--- src/rtl/mem_stage_ahb.sv ---
// Memory-access pipeline stage: one outstanding AHB-Lite transfer with wait states, byte-lane
// placement, load extension, alignment/bus faults, plus conditional-branch resolution.
module mem_stage_ahb #(
   parameter int  XLEN   = 64,
   parameter int  ADDR_W = 64,
   parameter int  DATA_W = 64,
   localparam int LANE_B = $clog2(DATA_W / 8)
) (
   input  logic              CLK,
   input  logic              RSTN,
   input  logic              in_valid,
   output logic              in_ready,
   input  logic              op_mem,
   input  logic              op_load,
   input  logic [2:0]        funct3,
   input  logic [ADDR_W-1:0] address,
   input  logic [XLEN-1:0]   store_data,
   input  logic [XLEN-1:0]   alu_res,
   input  logic [4:0]        rd_i,
   input  logic              wb_i,
   input  logic              branch_i,
   input  logic [XLEN-1:0]   branch_offset_i,
   input  logic [XLEN-1:0]   pc_i,
   input  logic              flush_i,
   output logic [ADDR_W-1:0] HADDR,
   output logic [1:0]        HTRANS,
   output logic              HWRITE,
   output logic [2:0]        HSIZE,
   output logic [DATA_W-1:0] HWDATA,
   input  logic [DATA_W-1:0] HRDATA,
   input  logic              HREADY,
   input  logic              HRESP,
   output logic              out_valid,
   output logic [XLEN-1:0]   res,
   output logic [4:0]        rd_o,
   output logic              wb_en_o,
   output logic              take_branch,
   output logic [XLEN-1:0]   branch_offset_o,
   output logic [XLEN-1:0]   pc_o,
   output logic              fault,
   output logic [1:0]        fault_cause
);

   typedef enum logic [1:0] {
      IDLE = 2'b00,
      ADDR = 2'b01,
      DATA = 2'b10
   } state_t;

   state_t            state_q, state_d;
   logic              out_valid_q, out_valid_d;
   logic [XLEN-1:0]   res_q, res_d;
   logic [4:0]        rd_q, rd_d;
   logic              wb_en_q, wb_en_d;
   logic              take_branch_q, take_branch_d;
   logic [XLEN-1:0]   boff_q, boff_d;
   logic [XLEN-1:0]   pc_q, pc_d;
   logic              fault_q, fault_d;
   logic [1:0]        cause_q, cause_d;
   logic [ADDR_W-1:0] haddr_q, haddr_d;
   logic              hwrite_q, hwrite_d;
   logic [2:0]        hsize_q, hsize_d;
   logic [DATA_W-1:0] hwdata_q, hwdata_d;

   // Context of the transfer in flight, consumed when the data phase completes
   logic              ld_q, ld_d;
   logic [2:0]        f3_q, f3_d;
   logic [LANE_B-1:0] lane_q, lane_d;
   logic [4:0]        mrd_q, mrd_d;
   logic              mwb_q, mwb_d;

   logic              accept;
   logic              squash;
   logic              size_bad;
   logic              misaligned;
   logic [2:0]        align_mask;
   logic [DATA_W-1:0] lane_data;

   function automatic logic [DATA_W-1:0] replicate(input logic [XLEN-1:0] sd,
                                                    input logic [1:0]      size);
      logic [DATA_W-1:0] r;
      int                nb;
      r  = '0;
      nb = 1 << size;
      for (int i = 0; i < DATA_W / 8; i++) begin
         r[8*i +: 8] = sd[8*(i % nb) +: 8];
      end
      return r;
   endfunction

   function automatic logic [XLEN-1:0] extend(input logic [DATA_W-1:0] d,
                                               input logic [2:0]        f3);
      logic [XLEN-1:0] r;
      case (f3)
         3'b000:  r = {{(XLEN-8){d[7]}}, d[7:0]};
         3'b001:  r = {{(XLEN-16){d[15]}}, d[15:0]};
         3'b010:  r = {{(XLEN-32){d[31]}}, d[31:0]};
         3'b100:  r = {{(XLEN-8){1'b0}}, d[7:0]};
         3'b101:  r = {{(XLEN-16){1'b0}}, d[15:0]};
         3'b110:  r = {{(XLEN-32){1'b0}}, d[31:0]};
         default: r = XLEN'(d);
      endcase
      return r;
   endfunction

   assign accept     = in_valid & (state_q == IDLE);
   assign squash     = accept & (flush_i | take_branch_q);
   assign size_bad   = (funct3 == 3'b111) | ((funct3[1:0] == 2'b11) & (DATA_W < 64));
   assign misaligned = |(address[2:0] & align_mask);
   assign lane_data  = HRDATA >> {lane_q, 3'b000};

   always_comb begin
      case (funct3[1:0])
         2'b00:   align_mask = 3'b000;
         2'b01:   align_mask = 3'b001;
         2'b10:   align_mask = 3'b011;
         default: align_mask = 3'b111;
      endcase
   end

   always_comb begin
      state_d       = state_q;
      out_valid_d   = 1'b0;
      wb_en_d       = 1'b0;
      take_branch_d = 1'b0;
      fault_d       = 1'b0;
      res_d         = res_q;
      rd_d          = rd_q;
      boff_d        = boff_q;
      pc_d          = pc_q;
      cause_d       = cause_q;
      haddr_d       = haddr_q;
      hwrite_d      = hwrite_q;
      hsize_d       = hsize_q;
      hwdata_d      = hwdata_q;
      ld_d          = ld_q;
      f3_d          = f3_q;
      lane_d        = lane_q;
      mrd_d         = mrd_q;
      mwb_d         = mwb_q;

      case (state_q)
         IDLE: begin
            if (accept) begin
               pc_d   = pc_i;
               boff_d = branch_offset_i;
               if (squash) begin
                  out_valid_d = 1'b1;
                  res_d       = '0;
                  rd_d        = '0;
                  cause_d     = 2'b00;
               end else if (!op_mem) begin
                  out_valid_d   = 1'b1;
                  res_d         = alu_res;
                  rd_d          = rd_i;
                  wb_en_d       = wb_i;
                  take_branch_d = branch_i & (alu_res == XLEN'(1));
                  cause_d       = 2'b00;
               end else if (size_bad || misaligned) begin
                  // Size errors win over alignment when both apply
                  out_valid_d = 1'b1;
                  fault_d     = 1'b1;
                  cause_d     = size_bad ? 2'b11 : 2'b01;
                  res_d       = '0;
                  rd_d        = rd_i;
               end else begin
                  state_d  = ADDR;
                  haddr_d  = address;
                  hwrite_d = ~op_load;
                  hsize_d  = {1'b0, funct3[1:0]};
                  hwdata_d = replicate(store_data, funct3[1:0]);
                  ld_d     = op_load;
                  f3_d     = funct3;
                  lane_d   = address[LANE_B-1:0];
                  mrd_d    = rd_i;
                  mwb_d    = wb_i;
               end
            end
         end
         ADDR: begin
            if (HREADY) state_d = DATA;
         end
         DATA: begin
            if (HREADY) begin
               state_d     = IDLE;
               out_valid_d = 1'b1;
               rd_d        = mrd_q;
               if (HRESP) begin
                  fault_d = 1'b1;
                  cause_d = 2'b10;
                  res_d   = '0;
               end else begin
                  cause_d = 2'b00;
                  res_d   = ld_q ? extend(lane_data, f3_q) : '0;
                  wb_en_d = ld_q & mwb_q;
               end
            end
         end
         default: state_d = IDLE;
      endcase
   end

   always_ff @(posedge CLK) begin
      if (!RSTN) begin
         state_q       <= IDLE;
         out_valid_q   <= 1'b0;
         res_q         <= '0;
         rd_q          <= '0;
         wb_en_q       <= 1'b0;
         take_branch_q <= 1'b0;
         boff_q        <= '0;
         pc_q          <= '0;
         fault_q       <= 1'b0;
         cause_q       <= 2'b00;
         haddr_q       <= '0;
         hwrite_q      <= 1'b0;
         hsize_q       <= 3'b000;
         hwdata_q      <= '0;
      end else begin
         state_q       <= state_d;
         out_valid_q   <= out_valid_d;
         res_q         <= res_d;
         rd_q          <= rd_d;
         wb_en_q       <= wb_en_d;
         take_branch_q <= take_branch_d;
         boff_q        <= boff_d;
         pc_q          <= pc_d;
         fault_q       <= fault_d;
         cause_q       <= cause_d;
         haddr_q       <= haddr_d;
         hwrite_q      <= hwrite_d;
         hsize_q       <= hsize_d;
         hwdata_q      <= hwdata_d;
      end
   end

   always_ff @(posedge CLK) begin
      ld_q   <= ld_d;
      f3_q   <= f3_d;
      lane_q <= lane_d;
      mrd_q  <= mrd_d;
      mwb_q  <= mwb_d;
   end

   assign in_ready        = (state_q == IDLE);
   assign HTRANS          = (state_q == ADDR) ? 2'b10 : 2'b00;
   assign HADDR           = haddr_q;
   assign HWRITE          = hwrite_q;
   assign HSIZE           = hsize_q;
   assign HWDATA          = hwdata_q;
   assign out_valid       = out_valid_q;
   assign res             = res_q;
   assign rd_o            = rd_q;
   assign wb_en_o         = wb_en_q;
   assign take_branch     = take_branch_q;
   assign branch_offset_o = boff_q;
   assign pc_o            = pc_q;
   assign fault           = fault_q;
   assign fault_cause     = cause_q;

endmodule

--- config.mk ---
export PLATFORM = sky130hd
export DESIGN_NAME = mem_stage_ahb
export DESIGN_NICKNAME = d
export VERILOG_FILES = /design/src/rtl/mem_stage_ahb.sv
export SDC_FILE = /design/constraint.sdc
export NUM_CORES = 1
export LEC_CHECK = 0
export ABC_AREA = 1
export CORE_AREA = 3 3 290 292
export CTS_CLUSTER_DIAMETER = 80
export DETAILED_ROUTE_END_ITERATION = 7
export DIE_AREA = 0 0 293 295
export SYNTH_ARGS = -nofsm -noshare
export SYNTH_HDL_FRONTEND = slang
export SYNTH_SLANG_ARGS = --single-unit
--- constraint.sdc ---
create_clock -name CLK -period 18.9 [get_ports CLK]
set_input_delay 3.78 -clock CLK [delete_from_list [all_inputs] [get_ports CLK]]
set_output_delay 3.78 -clock CLK [all_outputs]
set_load 0.01 [all_outputs]
Yosys cells after proc, flatten, opt, wreduce, memory -nomap -nowiden
Index checks and enable logic that the tools add are counted.

word-level totals
  register bits after elaboration = 349
  latch bits = 0
  bits in writable memories = 0
  memory bits (read-only) = 0
  input bits = 402
  output and inout bits = 338
  logic and storage cells = 128
  memories kept = 0

cells by class
  add/subtract/negate cells = 0
  multiply operators = 0
  div/mod/pow operators = 8
  order comparisons = 0
  eq/ne operators = 18
  shifts and indexed selects = 10
  muxes and demuxes = 50
  bitwise gates (word level) = 12
  reduce and logical (&&, ||, !) cells = 11

operator list
  kind                                                    count
  indexed part select 64 x 32 -> 8 bit                    8
  two-way mux 64 bit                                      7
  one-hot mux 64 bit (6 select lines)                     1
  remainder unit 4 x 32 -> 32 bit (first input constant)  4
  one-hot mux 64 bit (2 select lines)                     1
  == test 64 x 1 -> 1 bit (second input constant)         1
  remainder unit 3 x 32 -> 32 bit (first input constant)  2
  right shift 64 x 6 -> 64 bit                            1
  remainder unit 1 x 32 -> 32 bit (first input constant)  1
  remainder unit 2 x 32 -> 32 bit (first input constant)  1
  << shifter 1 x 2 -> 32 bit (first input constant)       1
  two-way mux 2 bit                                       14
  two-way mux 5 bit                                       5
  two-way mux 1 bit                                       15
  == test 3 bit (second input constant)                   4
  one-hot mux 5 bit (2 select lines)                      1
  one-hot mux 3 bit (3 select lines)                      1
  != test 2 bit (second input constant)                   4
  inverter 1 bit                                          6
  one-hot mux 1 bit (2 select lines)                      3
  one-hot mux 2 bit (3 select lines)                      1
  AND reduction 6 bit                                     1
  AND reduction 5 bit                                     1
  OR reduction 5 bit                                      1
  17 further kinds                                        24

Longest topological paths before layout
Gate-level depths: netlist of the first run.

  depth after elaboration = 10
  mapped depth = 116
  mapped depth without buffers = 111

Worst setup path before layout of the first run
Ideal clock, no wire load.

  path kind = input to register
  start = input port funct3[1]
  end = register hwdata_q[0], in the netlist HWDATA[0]
  setup time = 0.070 ns
  arrival = 14.568 ns
  data required time = 18.830 ns
  slack = 4.262 ns
  stages on the path = 104
  buffers on the path = 6
  cells stage by stage = clkbuf_1 -> inv_1 -> ha_1 -> inv_2 -> clkbuf_1 -> ha_1 -> buf_4 -> nand3_2 -> nor2_2 -> nor2_4 -> a21oi_1 -> nor2_2 -> nand2_2 -> a21oi_4 -> nand3_2 -> nand3_1 -> nand2_2 -> nor2_8 -> (+68 left out) -> nand3_1 -> nand3_2 -> clkinv_1 -> nand3_1 -> nand3_1 -> nor2_2 -> nand2_2 -> nand2_1 -> nand2_1 -> nand2_1 -> nand2_1 -> nand3_1 -> nand2_1 -> o41ai_2 -> nand4_2 -> nand2_2 -> nand4_1 -> a21oi_1

on the way
  word-level cells in the longest chain between the ends = 7
  elaborated cells between the ends (all ways) = 13
  classes of those cells = div (1); eq/ne (3); shift (2); mux (1); bitwise (2); reduce/logical (4)

ends and longest elaborated chain
  element                                                                                  line  text
  from (decl)                                                                              15    input logic [2:0] funct3,
  parallel branches: the longest is 7 deep, another holds remainder unit 1 x 32 -> 32 bit  -
  to (signal assigned)                                                                     233   hwdata_q <= hwdata_d;
  to (decl)                                                                                63    logic [DATA_W-1:0] hwdata_q, hwdata_d;

Parallel ways; which one is timed is not known.
A chain may end at the register's enable or synchronous reset.

Worst setup path in the final report of the first run
  start = input port funct3[1]
  end = register hwdata_q[3], in the netlist HWDATA[3]

The elaborated chain is that of the path after synthesis.

==> results.sh, run 1 <==
export IMPL_cts_max_level=2
export IMPL_drive_gt1_share_pct=7.47
export IMPL_fin_ws_ps=1470
export IMPL_holdPathEnd="HWDATA[63]"
export IMPL_ys_types=77
export IMPL_synth_seq_area_share_pct=30.8
export IMPL_skew_ps=32.3
export IMPL_pre_cts_slack_ps=712
export IMPL_finalWeightedCongestion=1.03
export IMPL_utilization_pct=40.0
export IMPL_row_count=105
export IMPL_post_drt_wl_per_cell_um=23.9
export IMPL_worst_slew_pin_slew_ps=1250
export IMPL_status="completed"
export IMPL_clock_latency_ps=600
export IMPL_ff2ff_setup_slack_ps=14240
export IMPL_rr_endpoint="HWDATA[63]"
export IMPL_core_area_um2=81800
export IMPL_cts_buffer_depth=3
export IMPL_cts_made_buffers=46
export IMPL_post_cts_setup_buffers=0
export IMPL_hold_viol=0
export IMPL_slowest_delay_ps=620
export IMPL_grt_pass1_vias=26200
export IMPL_port_buffers=737
export IMPL_critPathLaunchType="input port"
export IMPL_p_per_area_nw_per_um2=75.8
export IMPL_final_cell_mix="clkdlybuf4s50_1 (736), nand2_1 (721), nor2_1 (583), o21ai_0 (544), dfxtp_1 (336)"
export IMPL_ios=740
export IMPL_crit_type="input port to flop"
export IMPL_setup_viol=0
export IMPL_initial_core_util_pct=28.2
export IMPL_grt_ovfl_total=0
export IMPL_timing_rr_start="state_q[1]"
export IMPL_clkTransAtPathRegs_ps=60
export IMPL_drt_initial_drc_count=2991
export IMPL_num_nets_final=4669
export IMPL_rsz0062_at_grt="no"
export IMPL_die_area_um2=86400
export IMPL_num_vias=28200
export IMPL_vdd_ir_drop_max_uv=64.9
export IMPL_cp_max_fo=70
export IMPL_ys_ff_latch=349
export IMPL_p_leak_uw=0.0132
export IMPL_endpoint_kind="flop"
export IMPL_crit_slowest_cell="buf_4"
export IMPL_fin_setup_tns_ps=0
export IMPL_ant_nets=0
export IMPL_fin_crit_sh_pct=92.2
export IMPL_wl_mm=129
export IMPL_root_buffer="clkbuf_16"
export IMPL_placed_area_um2=31100
export IMPL_finalMaxSlewViolations=0
export IMPL_die_w_um=293
export IMPL_r2r_cells=14
export IMPL_worst_ep_arrival_time_ps=17950
export IMPL_yosys_warnings=0
export IMPL_finalInstanceArea_um2=32700
export IMPL_place_hpwl_mm=98.8
export IMPL_final_common_cell="clkdlybuf4s50_1"
export IMPL_finalCriticalPeriod_ps=17430
export IMPL_synth_area_um2=23100
export IMPL_grt_max_degree=94
export IMPL_holdPathStages=2
export IMPL_grt_pass1_wl_mm=183
export IMPL_dr_pass1_iters=6
export IMPL_worstPathRequired_ps=19420
export IMPL_viasPerCell=5.25
export IMPL_die_h_um=295
export IMPL_slew_limit_headroom_pct=16.7
export IMPL_fmax_mhz=57.4
export IMPL_track_usage_pct=28.1
export IMPL_finalPower_uw=2480
export IMPL_clkSinkCount=349
export IMPL_syn_inst=3658
export IMPL_syn_area_per_cell_um2=6.31
export IMPL_synth_edf_count=13
export IMPL_cp_common_cell="nand2_1"
export IMPL_maxCapViolations=0
export IMPL_antenna_found_initial=20
export IMPL_min_delay_start="HWDATA[63]"
export IMPL_cts_tree="done"
export IMPL_hold_path_class="flop to flop"
export IMPL_syn_to_final_growth_pct=41.7
export IMPL_drc=0
export IMPL_ys_flop_type="dfxtp_1"
export IMPL_ctsHoldBuffers=0
export IMPL_async_flop_share_pct=0
-- cell type report --
class	count	area [um^2]
clock buffer	64	1350
timing repair buffer	778	7690
sequential	349	7120
tap	1070	1340
clock inverter	20	236
inverter	272	1050
antenna	12	30.0
multi-input combinational	2802	13900
fill	8688	49100
-- per-layer routing --
layer | wire (um) | share of wire, % | up-vias | track usage, %
met5 | 69 | 0.054 | - | 0
met3 | 14200 | 11 | 256 | 10.1
li1 | - | - | 13500 | -
met1 | 50500 | 39 | 13000 | 34.2
met2 | 57100 | 44 | 1356 | 44.3
met4 | 6570 | 5.1 | 12 | 13.3
-- how the worst max path moves through the flow --
stage / from / cells after the start / slack, ps / endpoint
final: funct3[1] / 87 / 1470 / HWDATA[3]
after global routing: funct3[1] / 91 / 3 / HWDATA[3]
after CTS: funct3[0] / 92 / 1270 / HWDATA[3]
after detailed placement: funct3[0] / 94 / 710 / HWDATA[3]
after global placement: funct3[1] / 91 / 1170 / HWDATA[3]
after floorplan: funct3[1] / 104 / 4260 / HWDATA[0]
-- flip-flops by register name, indices dropped and copies added, names as in the netlist, 2 cells and up --
register	flops
HWDATA	64
mrd_q	5
res	64
rd_o	5
f3_q	3
fault_cause	2
branch_offset_o	64
state_q	2
HADDR	64
pc_o	64
lane_q	3
HSIZE	2
-- repair_timing --
action / CTS / global route
gates resized for setup: 0 / 5
hold endpoints to repair: 0 / 0
endpoints found under the setup margin: 0 / 8
-- synthesized netlist by cell type (all sizes together) (8+ instances only) --
library cell / count / area share [%]
nand2: 780 / 14
xor2: 13 / 0.49
a32oi: 8 / 0.30
o31ai: 13 / 0.42
a31oi: 82 / 2.2
nor4: 21 / 0.57
nand4: 68 / 2.1
clkbuf: 201 / 3.5
dfxtp: 336 / 29
a211oi: 9 / 0.29
nor2: 629 / 11
nor3: 19 / 0.46
inv: 260 / 4.2
a21oi: 268 / 5.9
o211ai: 47 / 1.5
buf: 33 / 1.1
ha: 18 / 0.98
nand3: 199 / 5.3
o21ai: 558 / 12
clkinv: 10 / 0.19
edfxtp: 13 / 1.7
-- cell families after synthesis --
| kind of cell | synth area share [%] |
|---|---|
| other cells | 0.0162 |
| flops | 30.8 |
| compound gates | 24.2 |
| buf+inv | 9.27 |
| xor+xnor | 0.721 |
| simple gates | 33.8 |
| mux | 0.217 |
| fa+ha+maj | 0.975 |
-- where the power goes --
part / internal (uW) / switching, uW / total (uW)
Combinational: 285 / 458 / 743
Clock: 535 / 384 / 919
Sequential: 786 / 32.0 / 818
-- stage by stage --
step                      hold WS (ps)  instances
after floorplan                    490       3659
after global placement             454       5271
after detailed placement           455       5271
after CTS                          464       5355
after global routing               484       5359
final                              465       5367
-- critical path, delay by kind of cell --
family	cells	cell delay, ps
simple gates	68	9640
buf+inv	15	3620
compound gates	3	600
fa+ha+maj	1	220
No activity file was read; power rests on OpenSTA's default activity.
==> inputs of run 2 (changes only) <==
- CELL_PAD_IN_SITES_DETAIL_PLACEMENT: unset -> 0
- CELL_PAD_IN_SITES_GLOBAL_PLACEMENT: unset -> 2
- CORE_AREA: 3 3 290 292 -> unset
- CORE_MARGIN: unset -> 3
- CORE_UTILIZATION: unset -> 24
- DIE_AREA: 0 0 293 295 -> unset
- PLACE_DENSITY_LB_ADDON: unset -> 0.1
==> results.sh, run 2 (same netlist as run 1, synthesis figures left out) <==
export IMPL_die_h_um=316
export IMPL_p_leak_uw=0.0133
export IMPL_row_count=113
export IMPL_vdd_ir_drop_max_uv=68.3
export IMPL_n_fill_cell=10400
export IMPL_utilization_pct=34.7
export IMPL_timing_hold_ws_ps=464
export IMPL_grt_pass1_vias=26000
export IMPL_switching_power_uw=889
export IMPL_post_drt_wl_per_cell_um=24.9
export IMPL_root_buffer="clkbuf_16"
export IMPL_wl_mm=139
export IMPL_track_usage_pct=26.2
export IMPL_drc=0
export IMPL_slowest_delay_ps=320
export IMPL_cts_max_level=2
export IMPL_finalInstanceArea_um2=33000
export IMPL_fmax_mhz=57.7
export IMPL_grt_ovfl_total=0
export IMPL_skew_ps=34.3
export IMPL_dp_cells=5471
export IMPL_cp_max_fo=18
export IMPL_crit_type="input port to flop"
export IMPL_die_w_um=316
export IMPL_worstPathRequired_ps=19440
export IMPL_status="completed"
export IMPL_p_clk_share_pct=37.9
export IMPL_hold_viol=0
export IMPL_die_area_um2=100000
export IMPL_finalWeightedCongestion=0.916
export IMPL_clkTransAtPathRegs_ps=60
export IMPL_holdPathStages=2
export IMPL_power_frac_seq_pct=32.4
export IMPL_clock_latency_ps=640
export IMPL_r2r_cells=15
export IMPL_highest_layer="met5"
export IMPL_drive_gt1_share_pct=7.61
export IMPL_seqCellArea_um2=7120
export IMPL_slew_limit_headroom_pct=28.5
export IMPL_drt_initial_drc_count=2374
export IMPL_maxCapViolations=0
export IMPL_holdPathEnd="HWDATA[3]"
export IMPL_route_met3_wl_mm=9.13
export IMPL_setup_viol=0
export IMPL_routedLengthMet1_mm=60.2
export IMPL_rr_endpoint="HWDATA[63]"
export IMPL_fin_cells=5567
export IMPL_cts_tree="done"
export IMPL_final_common_cell="clkdlybuf4s50_1"
export IMPL_final_cell_mix="clkdlybuf4s50_1 (734), nand2_1 (721), nor2_1 (584), o21ai_0 (545), dfxtp_1 (336)"
export IMPL_fin_crit_sh_pct=91.7
export IMPL_p_per_area_nw_per_um2=76.1
export IMPL_fin_setup_tns_ps=0
export IMPL_finalCriticalPeriod_ps=17330
export IMPL_finalMaxSlewViolations=0
export IMPL_cts_buffer_depth=3
export IMPL_hold_path_class="flop to flop"
export IMPL_min_delay_start="HWDATA[3]"
export IMPL_critPathLaunchType="input port"
export IMPL_viasPerCell=5.01
export IMPL_rsz0062_at_grt="no"
export IMPL_placed_area_um2=31400
export IMPL_core_area_um2=95200
export IMPL_crit_slowest_cell="ha_2"
export IMPL_num_vias=27900
export IMPL_post_cts_setup_buffers=0
export IMPL_met2_length_mm=64.6
export IMPL_cp_common_cell="nand2_1"
export IMPL_grt_pass1_wl_mm=194
export IMPL_num_nets_final=4677
export IMPL_grt_max_degree=108
export IMPL_antenna_found_initial=12
export IMPL_port_buffers=737
export IMPL_ant_nets=0
export IMPL_pwr_share_comb_pct=29.7
export IMPL_initial_core_util_pct=24.3
export IMPL_worst_ep_arrival_time_ps=17880
export IMPL_dr_pass1_iters=5
export IMPL_cts_made_buffers=49
export IMPL_place_hpwl_mm=107
export IMPL_ff2ff_setup_slack_ps=14560
export IMPL_timing_rr_start="state_q[1]"
export IMPL_clkSinkCount=349
export IMPL_worst_slew_pin_slew_ps=1070
export IMPL_syn_to_final_growth_pct=43.0
export IMPL_ios=740
export IMPL_p_int_uw=1620
export IMPL_swShare_pct=35.4
export IMPL_multi_input_area_um2=13900
export IMPL_endpoint_kind="flop"
==> run 2: cell types whose count changed in the layout (fill, tap and decap cells not counted), moves of 3 or more <==
cell / delta
diode_2: -5
buf_4: +4
clkbuf_1: +3
clkbuf_16: +3
==> run 2: how the worst max path moves through the flow <==
stage          startpoint   endpoint  slack (ps)  cells after the start
2_1_floorplan   funct3[1]  HWDATA[0]        4260                    104
3_3_place_gp    funct3[0]  HWDATA[0]         500                     95
3_5_place_dp    funct3[1]  HWDATA[0]         390                     98
4_1_cts         funct3[1]  HWDATA[0]        1030                    100
5_1_grt         funct3[1]  HWDATA[7]          70                    101
6_report        funct3[1]  HWDATA[0]        1570                    100
==> run 2: repair_timing <==
item / 4_1_cts / 5_1_grt
resized for setup: 0 / 6
endpoints found under the setup margin: 0 / 8
hold buffers: 0 / 0
hold endpoints to repair: 0 / 0
==> run 2: critical path: cells and delay by family <==
kind                     cells  cell delay, ps
AO/OA/AOI/OAI                2             260
adder cells (fa/ha/maj)      2             610
buffers and inverters       13            2150
AND/OR/NAND/NOR             83           11020
==> run 2: cell type report <==
class	instances	share of cell area [%]
Tap cell	1265	4.79
Timing Repair Buffer	783	23.4
Clock buffer	71	4.39
Clock inverter	18	0.565
Inverter	272	3.17
Multi-Input combinational cell	2802	42.1
Sequential cell	349	21.6
Antenna cell	7	0.0530
==> run 2: per-layer routing <==
metal / track usage, % / up-vias
met1: 34.6 / 13300
met3: 4.45 / 158
li1: - / 13500
met2: 43.0 / 956
met4: 8.75 / 4
met5: 0 / -
==> run 2: metrics by stage <==
| step | total power (uW) | setup slack, ps |
|---|---|---|
| finish | 2510 | 1570 |
| global route | 2640 | 71.7 |
| CTS | 2540 | 1030 |
| detailed placement | 1570 | 394 |
| global placement | 1580 | 496 |
| floorplan | 1210 | 4260 |
==> run 2: power by group through the flow <==
stage	Combinational, uW	Clock [uW]	Sequential [uW]
after floorplan	368	0	843
after global placement	753	0	828
after detailed placement	743	0	829
after CTS	746	981	813
after global routing	812	1010	818
final	746	952	814
